$ cat src/rtl/alu_sequencer_if.sv
// Request/response handshake bundle between the control path and alu_sequencer.
// Latency: none (wires only).
// Backpressure: req_ready stalls the requester; rsp_ready stalls the sequencer's response.
//   req_valid/req_ready/req_op/req_a/req_b : operation request, valid/ready
//   rsp_valid/rsp_ready/rsp_result/rsp_err : result response, valid/ready
interface alu_sequencer_if;
    logic        req_valid;
    logic        req_ready;
    logic [2:0]  req_op;
    logic [31:0] req_a;
    logic [31:0] req_b;
    logic        rsp_valid;
    logic        rsp_ready;
    logic [31:0] rsp_result;
    logic        rsp_err;

    // Requester / response consumer side.
    modport master (
        output req_valid, req_op, req_a, req_b, rsp_ready,
        input  req_ready, rsp_valid, rsp_result, rsp_err
    );

    // Sequencer side.
    modport slave (
        input  req_valid, req_op, req_a, req_b, rsp_ready,
        output req_ready, rsp_valid, rsp_result, rsp_err
    );
endinterface

$ cat src/rtl/alu_sequencer.sv
// Front-end controller owning the 32-bit ALU inputs; single-cycle ops pass through, mod (111) iterates via subtract.
// Latency: accept edge 0 -> rsp_valid in cycle 2 for ops 000-110, cycle 1 for mod-by-zero, cycle k+2 for a mod of k subtractions.
// Backpressure: one op in flight; req_ready only in IDLE; response held in RESP until rsp_ready, next accept one cycle later.
//   clk, reset (sync, active-low) : clock and reset
//   bus (alu_sequencer_if.slave)  : request/response handshake
//   alu_a/alu_b/alu_op/alu_result : ALU operand/opcode drive and combinational result
//   busy                          : high whenever not IDLE
module alu_sequencer #(
    parameter int MAX_ITER = 1024
) (
    input  logic                   clk,
    input  logic                   reset,
    alu_sequencer_if.slave         bus,
    output logic [31:0]            alu_a,
    output logic [31:0]            alu_b,
    output logic [2:0]             alu_op,
    input  logic [31:0]            alu_result,
    output logic                   busy
);
    localparam int CNT_W = $clog2(MAX_ITER + 1);
    localparam logic [CNT_W-1:0] CNT_MAX = CNT_W'(MAX_ITER);
    localparam logic [2:0] OP_SUB = 3'b110;
    localparam logic [2:0] OP_MOD = 3'b111;

    typedef enum logic [1:0] {
        IDLE     = 2'd0,
        ISSUE    = 2'd1,
        MOD_LOOP = 2'd2,
        RESP     = 2'd3
    } state_t;

    state_t           state;
    state_t           state_nxt;
    logic [2:0]       op_q;
    logic [31:0]      a_q;
    logic [31:0]      b_q;
    logic [31:0]      rem;
    logic [CNT_W-1:0] cnt;
    logic [31:0]      result_q;
    logic             err_q;

    logic             req_ready_c;
    logic             rsp_valid_c;
    logic             accept;
    logic             rem_lt_b;
    logic             cap_hit;

    assign accept   = bus.req_valid && req_ready_c;
    // Loop exit uses a private unsigned compare so the ALU stays dedicated to the subtract.
    assign rem_lt_b = rem < b_q;
    assign cap_hit  = cnt == CNT_MAX;

    assign bus.req_ready  = req_ready_c;
    assign bus.rsp_valid  = rsp_valid_c;
    assign bus.rsp_result = result_q;
    assign bus.rsp_err    = err_q;

    always_ff @(posedge clk) begin
        if (!reset) begin
            state <= IDLE;
        end else begin
            state <= state_nxt;
        end
    end

    always_comb begin
        state_nxt   = state;
        req_ready_c = 1'b0;
        rsp_valid_c = 1'b0;
        busy        = 1'b1;
        alu_a       = 32'd0;
        alu_b       = 32'd0;
        alu_op      = 3'b000;
        case (state)
            IDLE: begin
                req_ready_c = 1'b1;
                busy        = 1'b0;
                if (bus.req_valid) begin
                    if (bus.req_op != OP_MOD) begin
                        state_nxt = ISSUE;
                    end else if (bus.req_b == 32'd0) begin
                        state_nxt = RESP;
                    end else begin
                        state_nxt = MOD_LOOP;
                    end
                end
            end
            ISSUE: begin
                alu_op    = op_q;
                alu_a     = a_q;
                alu_b     = b_q;
                state_nxt = RESP;
            end
            MOD_LOOP: begin
                alu_op = OP_SUB;
                alu_a  = rem;
                alu_b  = b_q;
                if (rem_lt_b || cap_hit) begin
                    state_nxt = RESP;
                end
            end
            RESP: begin
                rsp_valid_c = 1'b1;
                if (bus.rsp_ready) begin
                    state_nxt = IDLE;
                end
            end
            default: state_nxt = IDLE;
        endcase
    end

    always_ff @(posedge clk) begin
        if (!reset) begin
            op_q     <= 3'b000;
            a_q      <= 32'd0;
            b_q      <= 32'd0;
            rem      <= 32'd0;
            cnt      <= '0;
            result_q <= 32'd0;
            err_q    <= 1'b0;
        end else begin
            case (state)
                IDLE: begin
                    if (accept) begin
                        op_q <= bus.req_op;
                        a_q  <= bus.req_a;
                        b_q  <= bus.req_b;
                        rem  <= bus.req_a;
                        cnt  <= '0;
                        // Mod by zero skips the loop and answers with the dividend.
                        if (bus.req_op == OP_MOD && bus.req_b == 32'd0) begin
                            result_q <= bus.req_a;
                            err_q    <= 1'b1;
                        end
                    end
                end
                ISSUE: begin
                    result_q <= alu_result;
                    err_q    <= 1'b0;
                end
                MOD_LOOP: begin
                    if (rem_lt_b) begin
                        result_q <= rem;
                        err_q    <= 1'b0;
                    end else if (cap_hit) begin
                        // Partial remainder is reported alongside the error flag.
                        result_q <= rem;
                        err_q    <= 1'b1;
                    end else begin
                        rem <= alu_result;
                        cnt <= cnt + CNT_W'(1);
                    end
                end
                default: ;
            endcase
        end
    end
endmodule
$ cat src/flat_wrapper.sv
// flat-port wrapper written by rule: the top's interface ports become plain ports
module alu_sequencer_flat 
#(
    parameter int MAX_ITER = 1024
)
  (clk, reset, alu_a, alu_b, alu_op, alu_result, busy, bus_req_valid, bus_req_op, bus_req_a, bus_req_b, bus_rsp_ready, bus_req_ready, bus_rsp_valid, bus_rsp_result, bus_rsp_err);
  alu_sequencer_if bus_i ();
  input  logic clk;
  input  logic reset;
  output logic [31:0] alu_a;
  output logic [31:0] alu_b;
  output logic [2:0] alu_op;
  input  logic [31:0] alu_result;
  output logic busy;
  input wire logic [$bits(bus_i.req_valid)-1:0] bus_req_valid;
  input wire logic [$bits(bus_i.req_op)-1:0] bus_req_op;
  input wire logic [$bits(bus_i.req_a)-1:0] bus_req_a;
  input wire logic [$bits(bus_i.req_b)-1:0] bus_req_b;
  input wire logic [$bits(bus_i.rsp_ready)-1:0] bus_rsp_ready;
  output wire logic [$bits(bus_i.req_ready)-1:0] bus_req_ready;
  output wire logic [$bits(bus_i.rsp_valid)-1:0] bus_rsp_valid;
  output wire logic [$bits(bus_i.rsp_result)-1:0] bus_rsp_result;
  output wire logic [$bits(bus_i.rsp_err)-1:0] bus_rsp_err;
  assign bus_i.req_valid = bus_req_valid;
  assign bus_i.req_op = bus_req_op;
  assign bus_i.req_a = bus_req_a;
  assign bus_i.req_b = bus_req_b;
  assign bus_i.rsp_ready = bus_rsp_ready;
  assign bus_req_ready = bus_i.req_ready;
  assign bus_rsp_valid = bus_i.rsp_valid;
  assign bus_rsp_result = bus_i.rsp_result;
  assign bus_rsp_err = bus_i.rsp_err;
  alu_sequencer #(.MAX_ITER(MAX_ITER)) u_core (.clk(clk), .reset(reset), .bus(bus_i), .alu_a(alu_a), .alu_b(alu_b), .alu_op(alu_op), .alu_result(alu_result), .busy(busy));
endmodule
$ cat config.mk
export PLATFORM = sky130hd
export DESIGN_NAME = alu_sequencer_flat
export DESIGN_NICKNAME = d
export VERILOG_FILES = /design/src/rtl/alu_sequencer_if.sv /design/src/rtl/alu_sequencer.sv /design/src/flat_wrapper.sv
export SDC_FILE = /design/constraint.sdc
export NUM_CORES = 1
export LEC_CHECK = 0
export CAP_MARGIN = 20
export CORE_UTILIZATION = 51
export DETAILED_ROUTE_END_ITERATION = 6
export PLACE_DENSITY_LB_ADDON = 0.2
export SLEW_MARGIN = 20
export SYNTH_ARGS = -nofsm -noshare
export SYNTH_HDL_FRONTEND = slang
export SYNTH_SLANG_ARGS = --single-unit
$ cat constraint.sdc
create_clock -name clk -period 5.4 [get_ports clk]
set_input_delay 0.54 -clock clk [delete_from_list [all_inputs] [get_ports clk]]
set_output_delay 0.54 -clock clk [all_outputs]
set_load 0.03 [all_outputs]
==> results.json, run 1 <==
{
  "status": "complete, no violations",
  "synth_enable_flop_cells": 0,
  "worst-setup-path-type": "reg2out",
  "io_pins": 206,
  "layout.nets": 1330,
  "setup_viol": 0,
  "clk_latency_ns": 0.43,
  "power_per_cell_area_nw_per_um2": 500,
  "yosysSeqAreaShare": 0.340,
  "layout_commonest_cell": "nand2_1",
  "synth_top_cell_by_area": "dfxtp_1",
  "async_reset_ff_frac": 0,
  "end_kind": "output pin",
  "worstPathArrival_ns": 3.19,
  "ant_nets": 0,
  "syn-cell-area_sq_um": 8530,
  "hold_viol": 0,
  "wirelength_um": 25400,
  "power.leakage_nw": 4.24,
  "drv_slew": 0,
  "netSwitchingFraction": 0.429,
  "instances_no_fill": 1417,
  "antenna_cells": 0,
  "fin_crit_sh": 0.691,
  "dieArea_sq_um": 17200,
  "port_buffers": 205,
  "dp.cells": 1386,
  "via_count": 8262,
  "drt_iter0_drc": 830,
  "tns_ns": 0,
  "cts_tree": "done",
  "crit-reg2reg-launch": "u_core.state[0]",
  "dp_slack_ns": 1.60,
  "critPathRequiredTime_ns": 4.86,
  "syn2layout_area_growth_pct": 31.2,
  "antenna_found_initial": 0,
  "root_buffer": "clkbuf_16",
  "min-delay-start": "u_core.bus.rsp_result[13]",
  "finalWorstSetupSlack_ns": 1.67,
  "power_frac_clock": 0.218,
  "core_sq_um": 16100,
  "maxCapViolCount": 0,
  "vias_per_cell": 5.83,
  "drc": 0,
  "fmax_mhz": 268,
  "grt_pass1_vias": 7861,
  "clk_pin_slew_ns": 0.06,
  "initial_core_util": 0.529,
  "finalPower_w": 0.00560,
  "overflow": 0,
  "dr.pass1.iters": 5,
  "die_y_um": 131,
  "hold_class": "reg2reg",
  "share_comb_of_total_power": 0.501,
  "cts_setup_buffers": 0,
  "p_int_w": 0.00320,
  "wire_per_inst_um": 17.9,
  "htreeDepth": 4,
  "reg2reg_slack_ns": 2.22,
  "seqPwrFrac": 0.281,
  "min_period_ns": 3.73,
  "skew_ns": 0.00967,
  "path_max_fanout": 65,
  "tightest_slew_ns": 0.991,
  "die_x_um": 131,
  "utilization": 0.695,
  "hold_depth": 2,
  "globalRouteTotalUtil": 0.297,
  "synth-seq-cells": 145,
  "syn_inst": 1037,
  "cp-start-kind": "flip-flop",
  "synth.top_cell.area_share": 0.340,
  "relSlewSlack": 0.339,
  "num_rows": 46,
  "hold_end": "u_core.bus.rsp_result[13]",
  "post_cts_resized": 0,
  "synth_nets": 1178,
  "cts_max_path_buffers": 2,
  "cts_buffers": 17,
  "yosysUniqueCellTypes": 64,
  "peakVddDrop_mv": 0.269,
  "postCtsHoldBufs": 0,
  "place_congestion": 0.882,
  "synth_area_leaders": "dfxtp_1 34%, nand2_1 11%, mux2i_1 7.9%",
  "avgSynthCellArea_sq_um": 8.22,
  "dominantRegCellSynth": "dfxtp_1",
  "reg2reg_depth": 8,
  "dp_hpwl_um": 17200,
  "grt_pass1_wl_um": 41100,
  "r2r-end": "u_core.bus.rsp_result[14]",
  "mostFrequentLayoutCells": "244 x nand2_1, 204 x clkdlybuf4s50_1, 145 x dfxtp_1",
  "grt_max_degree": 155,
  "cts.sinks": 145,
  "yosys_warnings": 0,
  "rsz0062_at_grt": "no",
  "drive_gt1_frac": 0.0774,
  "p_sw_w": 0.00240
}
-- worst max-delay path, stage by stage, from the launching register on --
cell	delay (ns)
dfxtp_1	0.34
inv_1	0.14
ha_4	0.64
buf_4	0.57
a22oi_1	0.16
nor2_1	0.19
clkdlybuf4s50_1	0.70
-- kinds of logic (layout without fill, tap and decap cells) --
kind of cell,Yosys count,in the layout,share of synthesized area
buf+inv,123,287,0.0613
fa+ha+maj,38,38,0.0558
compound gates,233,233,0.219
simple gates,399,399,0.203
flops,145,145,0.340
mux,99,99,0.121
-- power by group through the flow --
stage                     Sequential [W]  Clock, W  Combinational, W
final                            0.00157   0.00122           0.00280
after global routing             0.00160   0.00128           0.00303
after CTS                        0.00156   0.00123           0.00280
after detailed placement         0.00159         0           0.00278
after global placement           0.00158         0           0.00274
after floorplan                  0.00176         0           0.00171
-- flip-flops by register name (all words and copies together) (netlist names) --
name and cells:
u_core.b_q 32, u_core.bus.rsp_result 32, u_core.a_q 32, u_core.state 2, u_core.bus.rsp_err 1, u_core.rem 32, u_core.cnt 11, u_core.op_q 3
-- cell usage after synthesis (2+ instances only) --
| master | n |
|---|---|
| nand4b_1 | 2 |
| a31oi_1 | 2 |
| nor4b_1 | 2 |
| clkbuf_1 | 71 |
| and3_1 | 9 |
| or3_1 | 3 |
| o2bb2ai_1 | 3 |
| ha_1 | 38 |
| nand4_1 | 12 |
| o21ai_0 | 8 |
| a221o_1 | 32 |
| nand2b_1 | 3 |
| dfxtp_1 | 145 |
| nand3b_1 | 4 |
| and4_1 | 3 |
| nor3_1 | 4 |
| mux2i_1 | 67 |
| a21boi_0 | 67 |
| nand2_1 | 245 |
| a22oi_1 | 32 |
| nor2_1 | 77 |
| a32oi_1 | 5 |
| mux2_2 | 32 |
| buf_2 | 4 |
| and2_1 | 4 |
| a21oi_1 | 13 |
| nand3_1 | 13 |
| nor4_1 | 8 |
| buf_1 | 6 |
| inv_1 | 37 |
| and4b_1 | 2 |
| o211ai_1 | 47 |
| buf_12 | 3 |
| o21a_1 | 4 |
-- layer usage --
layer	track usage	wire, um	part of all wire	vias up
met2	0.462	11300	0.44	317
met3	0.0671	2080	0.082	36
met1	0.406	11600	0.46	3921
li1	-	-	-	3988
met4	0.0969	403	0.016	0
met5	0	0	0	-
-- layout make-up --
class | count | area [sq um]
Clock buffer | 22 | 474
Tap cell | 216 | 270
Multi-Input combinational cell | 769 | 5120
Inverter | 38 | 143
Timing Repair Buffer | 218 | 2150
Fill cell | 1337 | 4920
Sequential cell | 145 | 2900
Clock inverter | 9 | 131
-- worst max-delay path by stage --
stage | startpoint | end | slack (ns) | cells past startpoint
after floorplan | u_core.state[0] | alu_a[23] | 2.64 | 8
after global placement | bus_req_b[7] | u_core.bus.rsp_err | 1.66 | 8
after detailed placement | bus_req_b[7] | u_core.bus.rsp_err | 1.60 | 8
after CTS | u_core.state[0] | alu_a[3] | 1.66 | 6
after global routing | u_core.state[0] | alu_a[3] | 1.42 | 6
final | u_core.state[0] | alu_a[3] | 1.67 | 6
-- through the flow --
step           area (sq um)  hold slack (ns)
6_report              11200            0.457
5_1_grt               11200            0.479
4_1_cts               11200            0.460
3_5_place_dp          10600            0.451
2_1_floorplan          8530            0.439
3_3_place_gp          10600            0.446
No activity file was read; power rests on OpenSTA's default activity.
==> inputs of run 2 (changes only) <==
Settings changed: CORE_UTILIZATION 51 to 46.
Clock period 5.4 ns to 3.3 ns, I/O delays scaled along.
==> run 2 against run 1 <==
Against the previous run: the run now ends with DRC left; critical path depth grew 2; non-clock buffer count grew 4; register-to-register slack lost 1.7 ns; first-iteration DRC count shrank 26%; die area grew 11%; combinational power grew 66%; flip-flop and latch count is the same; clock skew grew 0.0019 ns; critical path type is now reg2reg; largest power group unchanged; highest routed layer unchanged.
==> results.json, run 2 (synthesis gave the netlist of run 1 again) <==
{
  "cts_setup_buffers": 0,
  "wire_per_inst_um": 17.5,
  "critPathRequiredTime_ns": 3.65,
  "min-delay-start": "reset",
  "crit-reg2reg-launch": "u_core.rem[11]",
  "fillers": 1618,
  "min_period_ns": 2.80,
  "worstPathArrival_ns": 3.15,
  "setup_viol": 0,
  "drv_slew": 0,
  "ant_nets": 0,
  "cts_buffers": 17,
  "netSwitchingFraction": 0.428,
  "core_sq_um": 18100,
  "drc": 18,
  "port_buffers": 205,
  "die_y_um": 138,
  "end_kind": "flip-flop",
  "relSlewSlack": 0.454,
  "hold_viol": 0,
  "worst-setup-path-type": "reg2reg",
  "hold_class": "in2reg",
  "post_cts_resized": 0,
  "clk_latency_ns": 0.43,
  "num_rows": 49,
  "htreeDepth": 4,
  "dieArea_sq_um": 19100,
  "fin_crit_sh": 0.848,
  "die_x_um": 138,
  "whs_ns": 0.373,
  "initial_core_util": 0.472,
  "path_cells": "ha_1 -> and4_1 -> o211ai_1 -> a21boi_1 -> o311ai_2 -> nand3_2 -> buf_4 -> mux2i_1",
  "io_pins": 206,
  "fmax_mhz": 357,
  "mostFrequentLayoutCells": "244 x nand2_1, 145 x dfxtp_1, 139 x clkdlybuf4s50_1",
  "power_per_cell_area_nw_per_um2": 830,
  "antenna_cells": 0,
  "place_congestion": 0.855,
  "root_buffer": "clkbuf_16",
  "share_comb_of_total_power": 0.501,
  "layout.nets": 1334,
  "tightest_slew_ns": 0.819,
  "overflow": 0,
  "cts_tree": "done",
  "clk_pin_slew_ns": 0.06,
  "drive_gt1_frac": 0.136,
  "cts_max_path_buffers": 2,
  "grt_pass1_wl_um": 39900,
  "power_frac_clock": 0.222,
  "tns_ns": 0,
  "dr.pass1.iters": 7,
  "via_count": 8072,
  "layout_commonest_cell": "nand2_1",
  "path_max_fanout": 33,
  "dp_hpwl_um": 17400,
  "grt_max_degree": 90,
  "rsz0062_at_grt": "no",
  "antenna_found_initial": 0,
  "power.leakage_nw": 4.44,
  "cp_slowest_stage_delay_ns": 0.53,
  "critPathLaunch": "u_core.rem[11]",
  "syn2layout_area_growth_pct": 31.2,
  "seqPwrFrac": 0.276,
  "p_sw_w": 0.00398,
  "grt_pass1_vias": 7511,
  "finalPower_w": 0.00929,
  "vias_per_cell": 5.63,
  "skew_ns": 0.0116,
  "peakVddDrop_mv": 0.412,
  "p_int_w": 0.00531,
  "wirelength_um": 25100,
  "drt_iter0_drc": 615,
  "globalRouteTotalUtil": 0.261,
  "cp-start-kind": "flip-flop",
  "violations": "DRC",
  "postCtsHoldBufs": 0,
  "cts.sinks": 145,
  "cp_slowest_cell": "buf_4",
  "status": "finished, violations left",
  "maxCapViolCount": 0
}
run 2: final timing paths:
kind                            cells after the start  slack (ns)                        end
worst max register to register                      8        0.50  u_core.bus.rsp_result[13]
worst min register to register                      2        0.46             u_core.b_q[24]
worst min-delay path                                3        0.37             u_core.rem[19]
worst max-delay path                                8        0.50  u_core.bus.rsp_result[13]
run 2: final cells by class:
type | instances | area [sq um] | share of cell area
sequential | 145 | 2900 | 0.259
clock inverter | 13 | 185 | 0.0166
timing repair buffer | 222 | 2110 | 0.188
clock buffer | 19 | 443 | 0.0396
tap | 229 | 287 | 0.0256
multi-input combinational | 769 | 5120 | 0.458
inverter | 38 | 143 | 0.0128
run 2: routing by layer:
layer | share of wire | up-vias | global-route usage
met5 | 0 | - | 0
met4 | 0.017 | 0 | 0.0739
met3 | 0.070 | 27 | 0.0575
met2 | 0.43 | 266 | 0.392
met1 | 0.48 | 3784 | 0.374
li1 | - | 3995 | -
run 2: critical path: cells and delay by family (launching register included):
family | cells | cell delay (ns)
adder cells (fa/ha/maj) | 1 | 0.34
multiplexers | 1 | 0.27
flip-flops | 1 | 0.37
buffers and inverters | 1 | 0.53
AND/OR/NAND/NOR | 2 | 0.38
AO/OA/AOI/OAI | 3 | 0.82
run 2: metrics by stage:
stage	cells	setup WS, ns	instance area (sq um)	util
after floorplan	1037	0.748	8530	-
after global placement	1403	0.491	10600	0.584
after detailed placement	1403	0.445	10600	0.584
after CTS	1435	0.515	11200	0.619
after global routing	1435	0.330	11200	0.619
final	1435	0.501	11200	0.619
run 2: power by group through the flow:
stage / clock (W) / sequential, W / combinational (W)
detailed placement: 0 / 0.00260 / 0.00463
finish: 0.00206 / 0.00257 / 0.00465
global route: 0.00216 / 0.00262 / 0.00501
floorplan: 0 / 0.00288 / 0.00280
global placement: 0 / 0.00259 / 0.00456
CTS: 0.00208 / 0.00256 / 0.00465
